**src/rtl/tt_sweep_pkg.sv**
```systemverilog
// Shared types and constants for the truth-table sweep harness.
// Optional truth-table store is enabled with the TT_SWEEP_STORE_EN macro.
package tt_sweep_pkg;

  typedef enum logic [1:0] {
    IDLE      = 2'd0,
    SETTLE_ST = 2'd1,
    SAMPLE    = 2'd2,
    DONE_ST   = 2'd3
  } state_e;

  // CRC-16-CCITT style feedback taps; the MISR uses the low SIG_W bits.
  localparam int unsigned DEFAULT_POLY = 32'h0000_1021;

  // Number of input vectors swept for an n-input function.
  function automatic int unsigned vec_count(input int unsigned n);
    return 32'd1 << n;
  endfunction

endpackage

```
**src/rtl/tt_sweep_capture_if.sv**
```systemverilog
// Harness bus: sweep control, function drive/response and result readout.
// With TT_SWEEP_STORE_EN the truth-table read port is part of the bus.
interface tt_sweep_capture_if #(
  parameter int unsigned N_IN  = 9,
  parameter int unsigned SIG_W = 16
);
  logic             start;
  logic             busy;
  logic             done;
  logic [N_IN-1:0]  vec;
  logic             y_in;
  logic [N_IN:0]    onset_cnt;
  logic [SIG_W-1:0] signature;
  logic             sig_valid;
`ifdef TT_SWEEP_STORE_EN
  logic [N_IN-1:0]  tt_raddr;
  logic             tt_rdata;

  // Controller plus function under test.
  modport master (
    output start, y_in, tt_raddr,
    input  busy, done, vec, onset_cnt, signature, sig_valid, tt_rdata
  );

  // The sweep/capture stage itself.
  modport slave (
    input  start, y_in, tt_raddr,
    output busy, done, vec, onset_cnt, signature, sig_valid, tt_rdata
  );
`else
  modport master (
    output start, y_in,
    input  busy, done, vec, onset_cnt, signature, sig_valid
  );

  modport slave (
    input  start, y_in,
    output busy, done, vec, onset_cnt, signature, sig_valid
  );
`endif
endinterface

```
**src/rtl/misr_lfsr.sv**
```systemverilog
// Single-input MISR: shifts left, folds the MSB back through POLY and XORs
// the new response bit into bit 0. Shared with sibling harnesses.
module misr_lfsr #(
  parameter int unsigned SIG_W = 16,
  parameter int unsigned POLY  = 32'h0000_1021
) (
  input  logic             clk,
  input  logic             rst,
  input  logic             clr,
  input  logic             en,
  input  logic             din,
  output logic [SIG_W-1:0] sig
);

  localparam logic [SIG_W-1:0] FB = SIG_W'(POLY);

  logic [SIG_W-1:0] sig_q;
  logic [SIG_W-1:0] sig_d;

  // Next signature; clear has priority over compaction.
  always_comb begin
    sig_d = sig_q;
    if (clr) begin
      sig_d = '0;
    end else if (en) begin
      sig_d = {sig_q[SIG_W-2:0], 1'b0} ^ (sig_q[SIG_W-1] ? FB : '0)
            ^ {{(SIG_W-1){1'b0}}, din};
    end
  end

  // Signature register with synchronous reset.
  // NOTE: sequential state uses non-blocking assignments so every register
  // samples pre-edge values, independent of process ordering.
  always_ff @(posedge clk) begin
    if (rst) sig_q <= '0;
    else     sig_q <= sig_d;
  end

  assign sig = sig_q;

endmodule

```
**src/rtl/tt_sweep_capture.sv**
```systemverilog
// Exhaustive truth-table sweep: drives every input vector into a
// combinational function, counts onset minterms and compacts the responses
// into a MISR signature. Optional truth-table RAM under TT_SWEEP_STORE_EN.
module tt_sweep_capture
  import tt_sweep_pkg::*;
#(
  parameter int unsigned N_IN   = 9,
  parameter int unsigned SETTLE = 1,
  parameter int unsigned SIG_W  = 16,
  parameter int unsigned POLY   = DEFAULT_POLY
) (
  input logic               clk,
  input logic               rst,
  tt_sweep_capture_if.slave bus
);

  localparam logic [N_IN-1:0] VEC_LAST    = N_IN'(vec_count(N_IN) - 1);
  localparam int unsigned     CNT_W       = (SETTLE > 1) ? $clog2(SETTLE) : 1;
  localparam logic [CNT_W-1:0] SETTLE_LAST = CNT_W'((SETTLE > 0) ? SETTLE - 1 : 0);

  state_e           state_q,     state_d;
  logic [N_IN-1:0]  vec_q,       vec_d;
  logic [N_IN:0]    onset_q,     onset_d;
  logic [CNT_W-1:0] settle_q,    settle_d;
  logic             sig_valid_q, sig_valid_d;
  logic             misr_clr;
  logic             misr_en;

  // Next-state and datapath control for the sweep FSM.
  always_comb begin
    // NOTE: every combinational output gets a default first so no path
    // through the case statement can leave it unassigned and infer a latch.
    state_d     = state_q;
    vec_d       = vec_q;
    onset_d     = onset_q;
    settle_d    = settle_q;
    sig_valid_d = sig_valid_q;
    misr_clr    = 1'b0;
    misr_en     = 1'b0;

    unique case (state_q)
      IDLE: begin
        if (bus.start) begin
          vec_d       = '0;
          onset_d     = '0;
          settle_d    = '0;
          sig_valid_d = 1'b0;
          misr_clr    = 1'b1;
          state_d     = (SETTLE == 0) ? SAMPLE : SETTLE_ST;
        end
      end

      SETTLE_ST: begin
        if (settle_q == SETTLE_LAST) begin
          settle_d = '0;
          state_d  = SAMPLE;
        end else begin
          settle_d = settle_q + CNT_W'(1);
        end
      end

      SAMPLE: begin
        misr_en = 1'b1;
        onset_d = onset_q + {{N_IN{1'b0}}, bus.y_in};
        if (vec_q == VEC_LAST) begin
          // Final vector stays on the bus through DONE_ST.
          sig_valid_d = 1'b1;
          state_d     = DONE_ST;
        end else begin
          vec_d   = vec_q + N_IN'(1);
          state_d = (SETTLE == 0) ? SAMPLE : SETTLE_ST;
        end
      end

      DONE_ST: begin
        vec_d   = '0;
        state_d = IDLE;
      end

      default: state_d = IDLE;
    endcase
  end

  // State and datapath registers; reset discards any partial sweep.
  always_ff @(posedge clk) begin
    if (rst) begin
      state_q     <= IDLE;
      vec_q       <= '0;
      onset_q     <= '0;
      settle_q    <= '0;
      sig_valid_q <= 1'b0;
    end else begin
      state_q     <= state_d;
      vec_q       <= vec_d;
      onset_q     <= onset_d;
      settle_q    <= settle_d;
      sig_valid_q <= sig_valid_d;
    end
  end

  misr_lfsr #(
    .SIG_W (SIG_W),
    .POLY  (POLY)
  ) u_misr (
    .clk (clk),
    .rst (rst),
    .clr (misr_clr),
    .en  (misr_en),
    .din (bus.y_in),
    .sig (bus.signature)
  );

  assign bus.busy      = (state_q == SETTLE_ST) || (state_q == SAMPLE);
  assign bus.done      = (state_q == DONE_ST);
  assign bus.vec       = vec_q;
  assign bus.onset_cnt = onset_q;
  assign bus.sig_valid = sig_valid_q;

`ifdef TT_SWEEP_STORE_EN
  localparam int unsigned VEC_CNT = vec_count(N_IN);

  logic tt_mem [VEC_CNT];
  logic tt_rdata_q;

  // Truth-table capture: one bit per vector, written in its SAMPLE cycle.
  // NOTE: the RAM array is deliberately not reset; only the read register
  // is, so the array maps onto a plain memory macro.
  always_ff @(posedge clk) begin
    if (state_q == SAMPLE) tt_mem[vec_q] <= bus.y_in;
  end

  // Registered read port, one cycle of latency.
  always_ff @(posedge clk) begin
    if (rst) tt_rdata_q <= 1'b0;
    else     tt_rdata_q <= tt_mem[bus.tt_raddr];
  end

  assign bus.tt_rdata = tt_rdata_q;
`endif

endmodule

```
**src/flat_wrapper.sv**
```systemverilog
// flat-port wrapper written by rule: the top's interface ports become plain ports
module tt_sweep_capture_flat import tt_sweep_pkg::*;
#(
  parameter int unsigned N_IN   = 9,
  parameter int unsigned SETTLE = 1,
  parameter int unsigned SIG_W  = 16,
  parameter int unsigned POLY   = DEFAULT_POLY
)
  (clk, rst, bus_start, bus_y_in, bus_busy, bus_done, bus_vec, bus_onset_cnt, bus_signature, bus_sig_valid);
  tt_sweep_capture_if #(.N_IN(N_IN), .SIG_W(SIG_W)) bus_i ();
  input logic clk;
  input logic rst;
  input wire logic [$bits(bus_i.start)-1:0] bus_start;
  input wire logic [$bits(bus_i.y_in)-1:0] bus_y_in;
  output wire logic [$bits(bus_i.busy)-1:0] bus_busy;
  output wire logic [$bits(bus_i.done)-1:0] bus_done;
  output wire logic [$bits(bus_i.vec)-1:0] bus_vec;
  output wire logic [$bits(bus_i.onset_cnt)-1:0] bus_onset_cnt;
  output wire logic [$bits(bus_i.signature)-1:0] bus_signature;
  output wire logic [$bits(bus_i.sig_valid)-1:0] bus_sig_valid;
  assign bus_i.start = bus_start;
  assign bus_i.y_in = bus_y_in;
  assign bus_busy = bus_i.busy;
  assign bus_done = bus_i.done;
  assign bus_vec = bus_i.vec;
  assign bus_onset_cnt = bus_i.onset_cnt;
  assign bus_signature = bus_i.signature;
  assign bus_sig_valid = bus_i.sig_valid;
  tt_sweep_capture #(.N_IN(N_IN), .SETTLE(SETTLE), .SIG_W(SIG_W), .POLY(POLY)) u_core (.clk(clk), .rst(rst), .bus(bus_i));
endmodule
```
**config.mk**
```make
export PLATFORM = sky130hd
export DESIGN_NAME = tt_sweep_capture_flat
export DESIGN_NICKNAME = d
export VERILOG_FILES = /design/src/rtl/tt_sweep_pkg.sv /design/src/rtl/tt_sweep_capture_if.sv /design/src/rtl/misr_lfsr.sv /design/src/rtl/tt_sweep_capture.sv /design/src/flat_wrapper.sv
export SDC_FILE = /design/constraint.sdc
export NUM_CORES = 1
export LEC_CHECK = 0
export CELL_PAD_IN_SITES_DETAIL_PLACEMENT = 0
export CELL_PAD_IN_SITES_GLOBAL_PLACEMENT = 1
export CORE_UTILIZATION = 37
export DETAILED_ROUTE_END_ITERATION = 7
export PLACE_DENSITY = 0.88
export SYNTH_ARGS = -nofsm -noshare
export SYNTH_HDL_FRONTEND = slang
export SYNTH_HIERARCHICAL = 1
export SYNTH_SLANG_ARGS = --single-unit
```
**constraint.sdc**
```tcl
create_clock -name clk -period 2 [get_ports clk]
set_clock_uncertainty 0.05 [all_clocks]
set_input_delay 0.5 -clock clk [delete_from_list [all_inputs] [get_ports clk]]
set_output_delay 0.5 -clock clk [all_outputs]
set_load 0.02 [all_outputs]
```
==> out/qor.csv <==
stage,metric,value,unit
setup_path,cp.depth,1,
placed_design,dpl.hpwl,2457,µm
timing,slew_violations,0,
route,drt-wirelength-per-cell,11.43,µm
timing,whs,0.4540,ns
floorplan,initial_core_util,0.3936,
power_and_ir_drop,power-per-cell-area,736.1,mW/mm²
route,ant_nets,0,
timing,setup_viol,0,
floorplan,core-area,0.004444,mm²
status,status,"complete, but fails checks",
timing,period_minus_slack,1.925,ns
floorplan,fp-row-count,24,
global_routing,grt_max_degree,26,
final_layout,syn_to_final_growth,36.27,%
cts,clock_sinks,38,
min_path,hold_path_depth,2,
status,violations,design-rule violations,
yosys,synth_seq_area_share,0.4349,
yosys,yosysMostFrequentCell,dfxtp_1,
cts,cts_setup_buffers,0,
yosys,synth.distinct_cells,35,
floorplan,ios,42,
final_layout,fin_nets,256,
yosys,syn_avg_cell_area,9.354,µm²
global_routing,grt_pass1_vias,1217,
global_routing,grt_util_met1,0.1804,
global_routing,met2_usage,0.2105,
cts,root_buffer,clkbuf_8,
route,first_iter_violations,80,
cts,clock_latency,0.29,ns
final_layout,drive_gt1_frac,0.1189,
setup_path,worstSetupEndpointType,output port,
final_layout,diodes,0,
cts,clkSlewWorstSetupHoldPaths,0.07,ns
setup_path,critPathMaxFanout,6,
yosys,yosys.area.top_type_share,0.4349,
run,drv_cap,0,
floorplan,die_area,0.005006,mm²
route,drc,6,
yosys,ys_top_cells_by_count,"dfxtp_1 (38), nor2_1 (35), mux2i_1 (15)",
route,wl,3384,µm
power_and_ir_drop,leakage,0.8669,nW
min_path,hp-class,register to register,
cts,numCtsBuffers,5,
timing,setup_slack,0.07549,ns
global_routing,overflow,0,
yosys,syn_nets,200,
yosys,synth_edf_count,0,
setup_path,r2r_cells,8,
timing,worstMarginPinSlew,0.5670,ns
setup_path,cp_slowest_cell,clkdlybuf4s50_1,
yosys,synthesis.area,0.001749,mm²
timing,fmax,0.5196,GHz
setup_path,crit_path_start_kind,register,
placed_design,io_buffer_count,41,
timing,layout_worst_path_cycle_share,0.9623,
setup_path,crit_required,1.45,ns
yosys,yosysTopAreaCell,dfxtp_1,
yosys,synthFlopType,dfxtp_1,
setup_path,cp.arrival,1.37,ns
global_routing,top_usage_layer,met2,
timing,timing.slew.headroom,0.6220,
power_and_ir_drop,ir_drop,0.0003913,V
global_routing,grt_pass1_wl,5457,µm
yosys,netlist_instances,187,
global_routing,grt_use_total,0.1401,
route,vias_per_cell,4.824,
cts,htree_levels,2,
floorplan,die_h,70.76,µm
final_layout,fill_cells,421,
yosys,synth_async_sr_flop_share,0,
placed_design,gp_congestion,0.7767,
floorplan,die_w,70.76,µm
timing,rsz0062_at_grt,false,
final_layout,seq_area,760.7,µm²
setup_path,path_cells,clkdlybuf4s50_1,
yosys,ys_ff_latch,38,
yosys,yosys_warnings,6,
global_routing,antenna_found_initial,0,
yosys,synth_area_leaders,"dfxtp_1 (43%), mux2i_1 (8.6%), nor2_1 (7.5%), ha_1 (6.4%), xnor2_1 (4.5%)",
setup_path,worstPathBufferInverterCount,1,
final_layout,multi_input_area,885.9,µm²
setup_path,crit_type,register to output port,
setup_path,crit_family,buffers and inverters,
cts,clock_path_buffers,2,
route,vias,1428,
setup_path,slowest_delay,0.64,ns
timing,hold_viol,0,
global_routing,gr-usage-met3,0.03561,
cts,cts_tree,yes,
placed_design,place_ws,-0.1072,ns
route,drt_first_pass_iters,6,
final_layout,finish.utilization,0.5363,
where the power goes:
group          total (mW)  switching, mW  leakage, nW  internal [mW]
combinational       0.314          0.171        0.510          0.143
clock               0.653          0.282       0.0504          0.371
sequential          0.787         0.0136        0.307          0.774
routing by layer:
metal,share of wire,vias to the layer above
li1,-,746
met4,0.021,0
met1,0.50,648
met5,0,-
met2,0.43,29
met3,0.042,5
worst reg2reg max path, delay by kind of cell, from the launching register on:
kind | cells | cell delay, ns
flops | 1 | 0.34
simple gates | 5 | 0.78
compound gates | 1 | 0.13
fa+ha+maj | 2 | 0.44
kinds of logic (layout without fill, tap and decap cells):
logic type	Yosys count	in the layout	share of synthesized area
buffers and inverters	15	72	0.05865
AOI/OAI and AO/OA	19	19	0.06939
and+or+nand+nor	76	76	0.2089
xor gates and xnor gates	14	14	0.07010
DFF	38	38	0.4349
adders and majority gates	9	9	0.06438
muxes	16	16	0.09370
metrics by stage:
step	total power, mW	setup TNS, ns	area (µm²)	std cells
3_3_place_gp	1.126	-0.3567	2272	288
4_1_cts	1.781	0	2384	296
3_5_place_dp	1.127	-0.4760	2272	288
5_1_grt	1.845	0	2384	296
2_1_floorplan	1.028	0	1749	187
6_report	1.754	0	2384	296
placed cells by master, fill, tap and decap left out, types with 4 or more instances in the layout:
cell type	synthesis	final
mux2i_1	15	15
nor2_1	35	35
a211oi_1	4	4
clkdlybuf4s50_1	0	39
inv_1	6	6
clkbuf_8	0	5
xor2_1	5	5
nor3_1	5	5
ha_1	9	9
nand2_1	9	9
dfxtp_1	38	38
a21oi_1	7	7
xnor2_1	9	9
nand3_1	7	7
buf_4	0	17
sequential cells by signal, summed over array words and instances, names as in the netlist:
signal                count
u_core/state_q            2
u_core/u_misr/sig        16
u_core/bus.sig_valid      1
u_core/bus.vec            9
u_core/bus.onset_cnt     10
area by class of cell:
type                            instances  area share
Clock buffer                            5     0.02887
Timing Repair Buffer                   58      0.2247
Multi-Input combinational cell        134      0.3717
Sequential cell                        38      0.3192
Inverter                                6    0.009449
Clock inverter                          3     0.01890
Tap cell                               52     0.02730
worst paths after layout:
check                                 startpoint                             end  slack, ns
hold / removal    u_core/bus.vec[6]$_SDFFE_PP0P_  u_core/bus.vec[6]$_SDFFE_PP0P_       0.45
setup reg to reg  u_core/bus.vec[0]$_SDFFE_PP0P_  u_core/bus.vec[6]$_SDFFE_PP0P_       0.19
hold reg to reg   u_core/bus.vec[6]$_SDFFE_PP0P_  u_core/bus.vec[6]$_SDFFE_PP0P_       0.45
setup / recovery  u_core/bus.vec[3]$_SDFFE_PP0P_                      bus_vec[3]       0.08
timing repair:
item                                    in CTS  in global routing
hold buffers                                 0                  0
resized for setup                            2                  0
endpoints found under the setup margin       2                  0
Power figures use the tool's default switching activity.
